<file path="config.mk">
export PLATFORM = sky130hd
export DESIGN_NAME = alu_cmd_sequencer
export DESIGN_NICKNAME = d
export VERILOG_FILES = /design/src/rtl/alu_cmd_sequencer.sv
export SDC_FILE = /design/constraint.sdc
export NUM_CORES = 1
export LEC_CHECK = 0
export CORE_ASPECT_RATIO = 1.25
export CORE_MARGIN = 2
export CORE_UTILIZATION = 55
export DETAILED_ROUTE_END_ITERATION = 16
export GPL_ROUTABILITY_DRIVEN = 0
export PLACE_DENSITY = 0.77
export SYNTH_ARGS = -nofsm -noshare
export SYNTH_HDL_FRONTEND = slang
export SYNTH_SLANG_ARGS = --single-unit
</file>
<file path="constraint.sdc">
create_clock -name clk -period 3.1 [get_ports clk]
set_input_delay 0.93 -clock clk [delete_from_list [all_inputs] [get_ports clk]]
set_output_delay 0.93 -clock clk [all_outputs]
set_load 0.01 [all_outputs]
</file>
<file path="src/rtl/alu_cmd_sequencer.sv">
// alu_cmd_sequencer: queues ALU commands, issues them one at a time and returns results with timeout
module alu_cmd_sequencer #(
   parameter int DATA_W  = 8,
   parameter int DEPTH   = 4,
   parameter int TIMEOUT = 64
) (
   input  logic                       clk,
   input  logic                       reset,
   input  logic                       cmd_valid,
   output logic                       cmd_ready,
   input  logic [DATA_W-1:0]          cmd_a,
   input  logic [DATA_W-1:0]          cmd_b,
   input  logic [2:0]                 cmd_op,
   output logic [DATA_W-1:0]          alu_a,
   output logic [DATA_W-1:0]          alu_b,
   output logic [2:0]                 alu_op,
   output logic                       alu_start,
   output logic                       alu_reset_n,
   input  logic                       alu_done,
   input  logic [2*DATA_W-1:0]        alu_result,
   output logic                       rsp_valid,
   input  logic                       rsp_ready,
   output logic [2*DATA_W-1:0]        rsp_result,
   output logic [2:0]                 rsp_op,
   output logic                       rsp_timeout,
   output logic [$clog2(DEPTH+1)-1:0] cmd_count,
   output logic                       busy
);
   localparam int AW = $clog2(DEPTH);
   localparam int CW = $clog2(DEPTH+1);
   typedef enum logic [2:0] {IDLE, ISSUE, WAIT, NOP, RSTA, RESP} state_t;
   state_t            state;
   logic [DATA_W-1:0] mem_a [DEPTH];
   logic [DATA_W-1:0] mem_b [DEPTH];
   logic [2:0]        mem_op [DEPTH];
   logic [AW-1:0]     wp, rp;
   logic [31:0]       tmr;
   logic              push, pop, illegal;
   logic [2:0]        head_op;
   assign cmd_ready   = !reset && (cmd_count < CW'(DEPTH));
   assign push        = cmd_valid && cmd_ready;
   assign pop         = (state == IDLE) && (cmd_count != '0);
   assign head_op     = mem_op[rp];
   assign illegal     = (head_op == 3'b101) || (head_op == 3'b110);
   assign alu_reset_n = !reset && (state != RSTA);
   assign busy        = !reset && (state != IDLE);
   // command storage, written on every accepted push
   always_ff @(posedge clk) begin
      if (push) begin
         mem_a[wp]  <= cmd_a;
         mem_b[wp]  <= cmd_b;
         mem_op[wp] <= cmd_op;
      end
   end
   // FIFO pointers and occupancy; power-of-two depth lets pointers wrap naturally
   always_ff @(posedge clk) begin
      if (reset) begin
         wp        <= '0;
         rp        <= '0;
         cmd_count <= '0;
      end else begin
         if (push) wp <= wp + 1'b1;
         if (pop) rp <= rp + 1'b1;
         cmd_count <= cmd_count + CW'(push) - CW'(pop);
      end
   end
   // command sequencing FSM with registered ALU drive and response payload
   always_ff @(posedge clk) begin
      if (reset) begin
         state       <= IDLE;
         tmr         <= '0;
         alu_start   <= 1'b0;
         alu_a       <= '0;
         alu_b       <= '0;
         alu_op      <= '0;
         rsp_valid   <= 1'b0;
         rsp_result  <= '0;
         rsp_op      <= '0;
         rsp_timeout <= 1'b0;
      end else begin
         case (state)
            IDLE: if (pop && !illegal) begin
               alu_a     <= mem_a[rp];
               alu_b     <= mem_b[rp];
               alu_op    <= head_op;
               alu_start <= head_op != 3'b111;
               tmr       <= '0;
               state     <= head_op == 3'b000 ? NOP : head_op == 3'b111 ? RSTA : ISSUE;
            end
            ISSUE: begin
               tmr   <= '0;
               state <= WAIT;
            end
            WAIT: if (alu_done || tmr == 32'(TIMEOUT - 1)) begin
               rsp_result  <= alu_done ? alu_result : '0;
               rsp_timeout <= !alu_done;
               rsp_op      <= alu_op;
               rsp_valid   <= 1'b1;
               alu_start   <= 1'b0;
               state       <= RESP;
            end else tmr <= tmr + 1'b1;
            NOP: begin
               alu_start <= 1'b0;
               state     <= IDLE;
            end
            RSTA: if (tmr == 32'd1) state <= IDLE;
            else tmr <= tmr + 1'b1;
            RESP: if (rsp_ready) begin
               rsp_valid <= 1'b0;
               state     <= IDLE;
            end
            default: state <= IDLE;
         endcase
      end
   end
endmodule

</file>
======== Word level (Yosys, flattened, before mapping) ========
Memories as Yosys holds them, arrays and structs flattened. A register that Yosys moved wholly into a read port is not among the register bits.
Index checks and enable logic that the tools add are counted.
word-level totals
  bits in registers ....................... 67
  bits in writable memories ............... 76
  output and inout bits ................... 47
  memories ................................ 3
cells by class
  add/sub/neg operators ................... 5
  magnitude comparators ................... 1
  equality and inequality tests ........... 18
  mux-type cells .......................... 22
  reductions and logical operators ........ 24
memory list
  memory  depth  width  read ports  clocked after memory_dff  wr ports  RTL line  text
  mem_a   4      8      1           1                         1         33        logic [DATA_W-1:0] mem_a [DEPTH];
  mem_b   4      8      1           1                         1         34        logic [DATA_W-1:0] mem_b [DEPTH];
  mem_op  4      3      1           1                         1         35        logic [2:0] mem_op [DEPTH];
operator list
  kind                                             count
  case mux 32 bit (4 select lines)                 1
  two-way mux 32 bit                               3
  adder 32 x 1 -> 32 bit (second input constant)   1
  == test 32 x 1 -> 1 bit (second input constant)  1
  == test 32 x 6 -> 1 bit (second input constant)  1
  two-way mux 3 bit                                6
  two-way mux 16 bit                               1
  == test 3 bit (second input constant)            5
  case mux 3 bit (5 select lines)                  1
  != test 2 bit (second input constant)            5
  nonzero test 3 bit                               3
  AND reduction 4 bit                              2
  == test 3 x 2 -> 1 bit (second input constant)   2
  logical AND 1 bit                                6
  zero test 3 bit                                  2
  two-way mux 1 bit                                6
  != test 3 bit (second input constant)            2
  AND reduction 3 bit                              2
  adder 2 x 1 -> 2 bit (second input constant)     2
  two-way mux 2 bit                                2
  AND reduction 2 bit                              2
  nonzero test 4 bit                               1
  adder 3 x 1 -> 3 bit                             1
  == test 3 x 1 -> 1 bit (second input constant)   1
  8 further kinds                                  11

======== Logic depth before layout (Yosys ltp) ========
Gate-level depths: netlist of the first run.
  depth in word-level cells ............... 6
  mapped depth ............................ 12

======== Least setup slack after synthesis of the first run ========
No wires, ideal clock.
  kind .................................... input-to-reg
  start point ............................. input reset
  end point ............................... register cmd_count[2]
  arrival time ............................ 2.824 ns
  data required time ...................... 2.972 ns
  setup slack ............................. 0.149 ns
  stages on the path ...................... 12
  path buffers ............................ 1
  cells stage by stage .................... clkbuf_1 > nor2_1 > and2_1 > inv_1 > ha_1 > inv_1 > ha_1 > inv_1 > fa_1 > xor2_1 > xnor2_1 > nor2_1
between the ends
  cells in the longest elaborated chain, start to end .. 5
RTL lines
  what                       RTL line  text
  from (decl)                8         input logic reset,
  zero test 1 bit            40        assign cmd_ready = !reset && (cmd_count < CW'(DEPTH));
  logical AND 1 bit          40
  net cmd_ready              10        output logic cmd_ready,
  logical AND 1 bit          41        assign push = cmd_valid && cmd_ready;
  adder 3 x 1 -> 3 bit       64        cmd_count <= cmd_count + CW'(push) - CW'(pop);
  subtractor 3 x 1 -> 3 bit  64
  to (signal assigned)       64
  to (decl)                  26        output logic [$clog2(DEPTH+1)-1:0] cmd_count,
The timed path passes the listed nets, and every way through them passes these cells.
A chain may end at the register's enable or synchronous reset.

======== Worst setup path in the final report of the first run ========
  start point ............................. register state[1]
  end point ............................... output busy
between the ends
  cells in the longest elaborated chain, start to end .. 2
RTL lines
  what                    RTL line  text
  from (decl)             32        state_t state;
  from (signal assigned)  88        state <= head_op == 3'b000 ? NOP : head_op == 3'b111 ? RSTA : ISSUE;
  nonzero test 3 bit      46        assign busy = !reset && (state != IDLE);
  logical AND 1 bit       46
  to (decl)               27        output logic busy
Every way passes these cells.

==> impl_metrics.tcl, run 1 <==
set metrics [dict create \
    setup_violations 0 \
    worstHoldPathType "register to register" \
    yosysMostFrequentCell "dfxtp_1" \
    grtUsageMet2 0.4002 \
    start_kind "register" \
    synth_enable_flop_cells 76 \
    clock-sinks 161 \
    synth_area_leaders "edfxtp_1, dfxtp_1, mux4_2" \
    clk_latency_ps 430 \
    synthToLayoutAreaGrowth_pct 24.09 \
    cts_tree "built" \
    clk_pin_slew_ps 60 \
    final_layout_size_suffix_gt1_frac 0.1233 \
    clockBufferDepth 2 \
    hold_buffers 0 \
    share_comb_of_total_power 0.323 \
    ff2ff_path_depth 7 \
    core_area_sq_um 11990 \
    drtAntennaViolNets 0 \
    rrSetupSlack_ps 350 \
    r2r_end "tmr[21]$_SDFFE_PP0P_" \
    grt_pass1_wl_mm 22.98 \
    cp_max_fo 11 \
    max-vdd-ir-drop_v 0.0006349 \
    grtUsageMet3 0.06236 \
    wl_per_cell_um 17.68 \
    io_pins 87 \
    cpLargestDelayFamily "simple AND/OR/NAND/NOR gates" \
    synth_top_area_cell "edfxtp_1" \
    antenna_found_initial 0 \
    p_int_mw 4.767 \
    crit_arrival_ps 1870 \
    grt_max_degree 59 \
    vias 4731 \
    die_width_um 102.6 \
    syn_avg_cell_area_sq_um 12.24 \
    endpoint_kind "primary output" \
    n_antenna_cell 0 \
    r2r-start "tmr[0]$_SDFFE_PP0P_" \
    rsz0062_at_grt "no" \
    fin_crit_sh 0.9029 \
    die_y_um 127.3 \
    slew_headroom 0.3820 \
    p_switching_mw 2.195 \
    ys_warn_count 0 \
    cts_made_buffers 17 \
    slowest_stage "clkdlybuf4s50_1" \
    wl_mm 14.37 \
    fmax_mhz 357.3 \
    grt_overflow 0 \
    tns_ps 0 \
    swShare 0.3153 \
    row_count 45 \
    grt_pass1_vias 4670 \
    grt.met1_usage 0.2665 \
    synthTopCellsByCount "dfxtp_1, edfxtp_1, nor2_1" \
    ys.flop_type "dfxtp_1" \
    vias_per_cell 5.819 \
    crit_type "register to primary output" \
    holdPathEnd "rsp_op[0]$_SDFFE_PP0P_" \
    hold_path.startpoint "rsp_op[0]$_SDFFE_PP0P_" \
    required_ps 2170 \
    post_cts_buffers 0 \
    path_buf_inv 1 \
    hold_viol_final 0 \
    initial_core_util 0.5574 \
    grt_usage 0.2346 \
    top_usage_layer "met2" \
    synth_top_cell_area_share 0.3414 \
    h-tree-depth 4 \
    max-cap-violations 0 \
    hold_depth 2 \
    dpl.hpwl_mm 9.512 \
    drt_iter0_markers 245 \
    layout_min_cycle_time_ps 2799 \
    cts-resized-gates 0 \
    ys_ff_latch 161 \
    synth_nets 595 \
    drv_slew 0 \
    syn_area_sq_um 6685 \
    synth_cell_types 57 \
    clock_skew_ps 17.44 \
    p_leak_nw 3.032 \
    firstDrtPassIters 4 \
    synthArstFlopShare 0 \
    p_seq_frac 0.392 \
    tightest_slew_ps 925.8 \
    path_cells "nor3_1, nor2_1, clkdlybuf4s50_1" \
    io_buffers 86 \
    syn_inst 546 \
    p_per_area_nw_per_um2 839.2 \
    clock-root-buffer "clkbuf_16" \
    clkPwrFrac 0.286 \
    synth-seq-area-share 0.5959 \
    die_area_sq_um 13060 \
    status "finished clean" \
    drc 0 \
    p_total_mw 6.962 \
    final_nets 685 \
    critPathMaxStageDelay_ps 490 \
]
-- how the worst max path moves through the flow --
stage                     depth (start not counted)                       to             startpoint
after detailed placement                         11  cmd_count[2]$_SDFF_PP0_              cmd_valid
after floorplan                                  12  cmd_count[2]$_SDFF_PP0_                  reset
after CTS                                         3                     busy  state[1]$_SDFFE_PP0P_
final                                             3                     busy  state[1]$_SDFFE_PP0P_
after global placement                           11  cmd_count[2]$_SDFF_PP0_              cmd_valid
after global routing                              3                     busy  state[1]$_SDFFE_PP0P_
-- power by group through the flow --
stage / Combinational (mW) / Sequential, mW / Clock [mW]
2_1_floorplan: 1.47 / 2.75 / 0
3_3_place_gp: 2.18 / 2.75 / 0
3_5_place_dp: 2.24 / 2.76 / 0
4_1_cts: 2.27 / 2.73 / 2.03
5_1_grt: 2.45 / 2.76 / 2.11
6_report: 2.25 / 2.73 / 1.99
-- per-stage QoR --
step / instance area, sq um / setup slack, ps / hold WS [ps] / util / cells
2_1_floorplan: 6685 / 148.9 / 464.8 / - / 546
3_5_place_dp: 7727 / 9.879 / 456.2 / 0.6443 / 781
5_1_grt: 8295 / 120.3 / 480.6 / 0.6917 / 813
3_3_place_gp: 7727 / 104.9 / 443.3 / 0.6443 / 781
6_report: 8295 / 300.9 / 463.0 / 0.6917 / 813
4_1_cts: 8295 / 218.3 / 464.5 / 0.6917 / 813
-- placed cells by master (no fill, tap or decap), types with 2 or more instances in the layout --
cell type,netlist,layout
or3_1,3,3
nand2b_1,5,5
o211ai_1,2,2
buf_4,2,18
clkinvlp_4,0,4
and3_1,18,18
or2_2,2,2
mux4_2,18,18
clkbuf_1,20,2
xor2_1,4,4
a211o_1,11,11
o21ai_0,6,6
nand3_1,28,28
nand2_1,24,24
o41ai_1,5,5
clkbuf_16,0,17
clkdlybuf4s50_1,0,85
o22a_1,2,2
nand4_1,6,6
nor3_1,14,14
edfxtp_1,76,76
mux2i_1,18,18
dfxtp_1,85,85
nor4_1,12,12
a21oi_1,10,9
nor2b_1,3,3
and2_1,3,3
inv_6,0,3
bufinv_16,0,2
nor2_1,63,63
o31ai_1,16,16
a31oi_1,3,3
a22oi_1,16,16
o311ai_0,7,7
clkinv_2,0,3
a21o_1,10,10
xnor2_1,3,3
ha_1,8,8
inv_1,11,11
-- worst register-to-register path: stages, from the launching register on --
cell and delay, ps:
dfxtp_1 440, ha_1 260, nand3_1 150, or2_2 370, o31ai_2 400, and2_0 520, o21a_4 380, a211o_1 180
-- metal layers --
layer / wire (um) / part of all wire / vias to the layer above
met4: 393 / 0.027 / 0
li1: - / - / 2260
met2: 7832 / 0.55 / 121
met3: 609 / 0.042 / 31
met5: 0 / 0 / -
met1: 5535 / 0.39 / 2319
-- area by class of cell --
class,count,area [sq um]
clock inverter,13,135.1
sequential,161,3984
inverter,11,41.29
multi-input combinational,341,2506
clock buffer,19,432.9
fill,870,3697
timing repair buffer,104,991.0
tap,164,205.2
-- state kept, by name, summed over array words and instances (netlist names), named ones only --
register	cells
mem_b	32
tmr	32
wp	2
alu_b	8
alu_start	1
rsp_result	16
cmd_count	3
mem_a	32
rsp_valid	1
mem_op	12
alu_a	8
rsp_timeout	1
rp	2
state	3
alu_op	3
rsp_op	3
-- cell families after synthesis --
logic type / share of synthesized area
adder cells (fa/ha/maj): 0.01797
AND/OR/NAND/NOR: 0.1419
multiplexers: 0.09152
flip-flops: 0.5959
XOR/XNOR: 0.009171
buffers and inverters: 0.02976
AO/OA/AOI/OAI: 0.1138
(Power assumes the default switching activity.)
==> run 2, diff against run 1 <==
- CTS_CLUSTER_DIAMETER: default -> 200
==> results of run 2 <==
Same layout as run 1: the final DEF is identical, and so are final timing and power.
==> run 3, diff against run 2 <==
- PLACE_DENSITY: 0.77 -> default
- PLACE_DENSITY_LB_ADDON: default -> 0.1
==> impl_metrics.tcl, run 3 (synthesis results as in run 1) <==
set metrics [dict create \
    status "finished clean" \
    core_area_sq_um 11990 \
    clock-sinks 161 \
    clock-root-buffer "clkbuf_16" \
    placed_area_sq_um 7775 \
    antenna_found_initial 0 \
    vias_per_cell 5.824 \
    slew_headroom 0.1209 \
    setup_violations 0 \
    clockBufferDepth 2 \
    clkPwrFrac 0.298 \
    die_area_sq_um 13060 \
    holdPathEnd "rsp_op[0]$_SDFFE_PP0P_" \
    hold_depth 2 \
    clk_latency_ps 420 \
    grt_usage 0.2291 \
    path_buf_inv 2 \
    drc 0 \
    rrSetupSlack_ps 290 \
    r2r-start "tmr[0]$_SDFFE_PP0P_" \
    fmax_mhz 347.4 \
    cp_max_fo 13 \
    io_pins 87 \
    hold_viol_final 0 \
    r2r_end "tmr[31]$_SDFFE_PP0P_" \
    ff2ff_path_depth 7 \
    initial_core_util 0.5574 \
    tns_ps 0 \
    drt_iter0_markers 217 \
    p_leak_nw 3.086 \
    grt_pass1_wl_mm 23.12 \
    tightest_slew_ps 1314 \
    row_count 45 \
    synthToLayoutAreaGrowth_pct 25.57 \
    required_ps 2170 \
    p_per_area_nw_per_um2 844.3 \
    max-vdd-ir-drop_v 0.0004866 \
    wl_mm 14.36 \
    crit_type "register to primary output" \
    critPathMaxStageDelay_ps 570 \
    cpLargestDelayFamily "buffers and inverters" \
    p_int_mw 4.754 \
    share_comb_of_total_power 0.316 \
    clk_pin_slew_ps 70 \
    hold_path.startpoint "rsp_op[0]$_SDFFE_PP0P_" \
    vias 4752 \
    wl_per_cell_um 17.60 \
    rsz0062_at_grt "no" \
    crit_arrival_ps 1950 \
    p_switching_mw 2.333 \
    grt_max_degree 47 \
    die_y_um 127.3 \
    final_area_sq_um 8394 \
    die_width_um 102.6 \
    p_seq_frac 0.386 \
    worstHoldPathType "register to register" \
    final_nets 688 \
    layout_common_cells "dfxtp_1, clkdlybuf4s50_1, edfxtp_1" \
    h-tree-depth 4 \
    cts_tree "built" \
    start_kind "register" \
    path_cells "nor3_1, buf_4, nor2_1, clkdlybuf4s50_1" \
    p_total_mw 7.087 \
    hold_buffers 0 \
    drtAntennaViolNets 0 \
    grt_overflow 0 \
    cts-resized-gates 0 \
    endpoint_kind "primary output" \
    clock_skew_ps 10.19 \
    grt_pass1_vias 4729 \
    swShare 0.3292 \
    biggestRegsByFlops "mem_a x32, mem_b x32, tmr x32" \
    io_buffers 86 \
    slowest_stage "dfxtp_1" \
    post_cts_buffers 0 \
    dpl.hpwl_mm 9.811 \
    firstDrtPassIters 5 \
    n_antenna_cell 0 \
    layout_min_cycle_time_ps 2878 \
    final_layout_size_suffix_gt1_frac 0.1319 \
    cts_made_buffers 17 \
    max-cap-violations 0 \
    drv_slew 0 \
    fin_crit_sh 0.9285 \
]
[run 3: cell count changes in the layout (fill, tap and decap cells not counted)]
cell | before | now
clkinv_1 | 1 | 0
clkbuf_1 | 2 | 0
buf_4 | 18 | 19
inv_8 | 0 | 3
clkinvlp_4 | 4 | 0
clkinv_2 | 3 | 1
clkinv_4 | 0 | 2
bufinv_16 | 2 | 1
buf_12 | 0 | 2
clkinv_8 | 0 | 5
[run 3: worst max-delay path by stage]
| stage | from | end | slack [ps] | cells after the start |
|---|---|---|---|---|
| finish | state[0]$_SDFFE_PP0P_ | busy | 220 | 4 |
| CTS | state[0]$_SDFFE_PP0P_ | busy | 200 | 4 |
| detailed placement | cmd_valid | cmd_count[2]$_SDFF_PP0_ | 60 | 11 |
| floorplan | reset | cmd_count[2]$_SDFF_PP0_ | 150 | 12 |
| global placement | cmd_valid | cmd_count[2]$_SDFF_PP0_ | 130 | 11 |
| global route | tmr[0]$_SDFFE_PP0P_ | tmr[29]$_SDFFE_PP0P_ | 110 | 7 |
[run 3: final cells by class]
class,instances,area (sq um)
Fill cell,879,3598
Timing Repair Buffer,107,1039
Sequential cell,161,3984
Clock inverter,15,193.9
Tap cell,164,205.2
Inverter,11,41.29
Multi-Input combinational cell,341,2506
Clock buffer,17,425.4
[run 3: stage by stage]
| step | setup WS (ps) | hold WS, ps | util | cells |
|---|---|---|---|---|
| floorplan | 148.9 | 464.8 | - | 546 |
| detailed placement | 56.42 | 454.9 | 0.6483 | 784 |
| global placement | 132.1 | 442.7 | 0.6483 | 784 |
| finish | 221.6 | 461.2 | 0.6999 | 816 |
| global route | 110.1 | 486.9 | 0.6999 | 816 |
| CTS | 196.0 | 462.4 | 0.6999 | 816 |
[run 3: worst min-delay path, cell delays in order (launching register included)]
cell and delay (ps):
dfxtp_1 310, nand2_1 50, a21oi_1 50
[run 3: layer usage]
metal / share of wire / GRT usage / vias up
li1: - / - / 2272
met1: 0.40 / 0.2667 / 2350
met2: 0.55 / 0.4118 / 113
met3: 0.037 / 0.04759 / 17
met4: 0.017 / 0.08157 / 0
met5: 0 / 0 / -
[run 3: power groups by stage]
stage,clock [mW],sequential [mW],combinational [mW]
3_5_place_dp,0,2.78,2.25
5_1_grt,2.23,2.77,2.43
6_report,2.11,2.74,2.24
2_1_floorplan,0,2.75,1.47
4_1_cts,2.14,2.74,2.27
3_3_place_gp,0,2.77,2.19
==> edit (config.mk and constraints of run 2) <==
Put one more register stage on the output `cmd_count`, with the module's reset. The value now appears one clock later. The other outputs are not delayed to match.
--- a/src/rtl/alu_cmd_sequencer.sv
+++ b/src/rtl/alu_cmd_sequencer.sv
@@ -30,4 +30,6 @@
    localparam int CW = $clog2(DEPTH+1);
    typedef enum logic [2:0] {IDLE, ISSUE, WAIT, NOP, RSTA, RESP} state_t;
+
+   logic [$clog2(DEPTH+1)-1:0] cmd_count_s0;
    state_t            state;
    logic [DATA_W-1:0] mem_a [DEPTH];
@@ -38,7 +40,7 @@
    logic              push, pop, illegal;
    logic [2:0]        head_op;
-   assign cmd_ready   = !reset && (cmd_count < CW'(DEPTH));
+   assign cmd_ready   = !reset && (cmd_count_s0 < CW'(DEPTH));
    assign push        = cmd_valid && cmd_ready;
-   assign pop         = (state == IDLE) && (cmd_count != '0);
+   assign pop         = (state == IDLE) && (cmd_count_s0 != '0);
    assign head_op     = mem_op[rp];
    assign illegal     = (head_op == 3'b101) || (head_op == 3'b110);
@@ -58,9 +60,9 @@
          wp        <= '0;
          rp        <= '0;
-         cmd_count <= '0;
+         cmd_count_s0 <= '0;
       end else begin
          if (push) wp <= wp + 1'b1;
          if (pop) rp <= rp + 1'b1;
-         cmd_count <= cmd_count + CW'(push) - CW'(pop);
+         cmd_count_s0 <= cmd_count_s0 + CW'(push) - CW'(pop);
       end
    end
@@ -114,4 +116,12 @@
       end
    end
+   always_ff @(posedge clk) begin
+      if (reset) begin
+         cmd_count <= '0;
+      end else begin
+         cmd_count <= cmd_count_s0;
+      end
+   end
+
 endmodule
 
Formal check against the unedited RTL: not equivalent (Yosys sat finds a counterexample within 4 cycles, from zero or initial values and one cycle with reset high).
==> edit against run 2 <==
Synthesized area up 3.8%; largest cell class unchanged; total power up 5.6%; routed wire length up 11%; count of clock-buffer cells in the layout down 2; critical path depth unchanged; critical endpoint is now cmd_ready; register-to-register slack better by 0.09 ns; hold slack worse by 0.0023 ns; cell area up 3.3%; setup slack worse by 0.084 ns; sequential cell count up 3; via count up 9.6%; clock skew down 0.0084 ns.
==> edit: results (changes against run 2) <==
** Cells and area
- Number of inserted filler cells in the final layout :: 864 (-0.69%)
- Layout cells sized above 1 :: 13.0% (+0.64 points)
- The largest registers in the layout are mem_a x32, mem_b x32, tmr x32.
- The total inserted antenna cells was 0 (unchanged).
- Nets :: 730 (+6.6%)

** Setup path
- The kind of cell with the highest combined delay along the critical path is buffers and inverters.
- The worst stage delay on the critical path was 0.60 ns (+0.11 ns).
- The arrival time reported for the critical path endpoint was 1.95 ns (+0.08 ns).
- The biggest fanout along the worst timing path came to 6 (-5).
- Standard cell with the maximum stage delay on the critical path :: clkdlybuf4s50_1

** Place
- The total half-perimeter wirelength after legalization and detailed placement is 10.4 mm (+8.9%).
- Buffers on Ports :: 86 (unchanged)
- The number of placed cells counting well taps came to 826 (+5.8%).

** Clock tree
- # H-tree levels :: 4 (unchanged)
- Quantity of gates resized following cts :: 0 (unchanged)
- The number of buffers created by CTS was 17 (unchanged).
- The worst-skew pair later-pin latency came to 0.43 ns (about the same).
- Number of buffers between clock root and the deepest sink :: 2 (unchanged)
- Clock-pin slew of the registers on the worst-case setup and hold paths :: 0.06 ns (about the same)
- The root buffer cell chosen for the clock tree is clkbuf_16.
- The count of buffers added by post-CTS timing repair for setup was 0 (unchanged).

** Synth
- Most frequent cells after synthesis :: dfxtp_1 (88), nand2_1 (78), edfxtp_1 (76)
- Synthesized Nets :: 638 (+7.2%)
- Fraction of the yosys area taken by sequential cells :: 58.3% (-1.3 points)
- Cell types occupying the most area after synthesis :: edfxtp_1 (33%), dfxtp_1 (25%), mux4_2 (6.2%), nand2_1 (4.2%), a31oi_1 (2.3%)
- The number of flops mapped to enable cells by yosys was 76 (unchanged).
- Synthesized instance count :: 589 (+7.9%)
- Proportion of register bits with asynchronous set or reset after synthesis :: 0% (unchanged)
- Cell variety after synth :: 62 (+8.8%)

** Pwr
- Standby leakage power :: 2.91 nW (-4.0%)
- The largest voltage drop on the vdd net came to 0.000581 V (-8.5%).

** GRT
- Number of antenna violations at the first check in global routing :: 0 (unchanged)
- The number of global-route vias before repair came to 5204 (+11%).
- The global-route total usage across every layer came to 24.4% (+0.98 points).
- First-pass GRT wire length :: 25.9 mm (+13%)
- The largest net degree at the start of global routing was 83 (+41%).

** STA
- The maximum clock skew at final layout was 0.00901 ns (-0.00842 ns).
- The pin slew with the least headroom to its limit was 0.908 ns (-0.0173 ns).
- Max-slew violation count :: 0 (unchanged)

** Drt
- The starting DRC count in detailed routing came to 285 (+16%).
- The per-cell via count in the routed design came to 6.04 (+3.8%).
- The first-pass iteration count of the detailed router is 6 (+2).
- The total wire length came to 15.9 mm (+11%).
- Vias after detailed routing :: 5183 (+9.6%)

** Worst hold path
- The tightest min-delay check is of the flop to flop type.

** Flow run
- Max-capacitance violation count :: 0 (unchanged)

** Run status
- Result of the run :: completed
edit: final timing paths:
check | from | end | slack [ns] | cells after the start
min | alu_a[0] | alu_a[0] | 0.46 | 2
max reg2reg | flop | tmr[16] | 0.44 | 7
max | reset | cmd_ready | 0.22 | 3
min reg2reg | alu_a[0] | alu_a[0] | 0.46 | 2
edit: area by class of cell:
| class | count | area share, % |
|---|---|---|
| Clock buffer | 17 | 4.96 |
| Clock inverter | 15 | 1.82 |
| Inverter | 12 | 0.525 |
| Multi-Input combinational cell | 379 | 31.2 |
| Sequential cell | 164 | 47.2 |
| Tap cell | 164 | 2.39 |
| Timing Repair Buffer | 107 | 12.0 |
edit: logic make-up (layout without fill, tap and decap cells):
| kind of cell | Yosys count | count (layout) | synth area share, % |
|---|---|---|---|
| DFF | 164 | 164 | 58.3 |
| AOI/OAI and AO/OA | 131 | 131 | 13.8 |
| xor gates and xnor gates | 6 | 6 | 1.03 |
| adders and majority gates | 10 | 10 | 1.88 |
| muxes | 22 | 22 | 6.60 |
| and+or+nand+nor | 210 | 210 | 15.2 |
| buffers and inverters | 46 | 151 | 3.23 |
edit: metrics by stage:
stage	worst slack [ns]	util [%]	hold slack (ns)	cell area (sq um)	power [W]
3_5_place_dp	0.00226	65.4	0.453	7990	0.00532
3_3_place_gp	0.108	65.4	0.445	7990	0.00523
5_1_grt	0.155	70.2	0.489	8570	0.00771
2_1_floorplan	0.164	-	0.473	6940	0.00440
6_report	0.217	70.2	0.461	8570	0.00735
4_1_cts	0.238	70.2	0.463	8570	0.00739
edit: per-layer routing:
layer  part of all wire [%]  up-vias  routed length [um]  track usage (%)
met2                     53      180                8450             44.2
met4                    2.4        0                 381             10.6
met1                     40     2549                6390             28.6
met3                    4.4       31                 699             4.53
met5                      0        -                   0                0
li1                       -     2423                   -                -
edit: tightest hold or removal path, cell delays in order (launching register included):
cell     delay, ns
dfxtp_1       0.31
nand2_1       0.05
a21oi_1       0.05
edit: report_power, final:
| part | total, W | switching [W] | internal (W) |
|---|---|---|---|
| logic | 0.00259 | 0.00150 | 0.00109 |
| registers | 0.00271 | 0.000190 | 0.00252 |
| clock network | 0.00205 | 0.000860 | 0.00119 |
| total | 0.00735 | 0.00255 | 0.00480 |
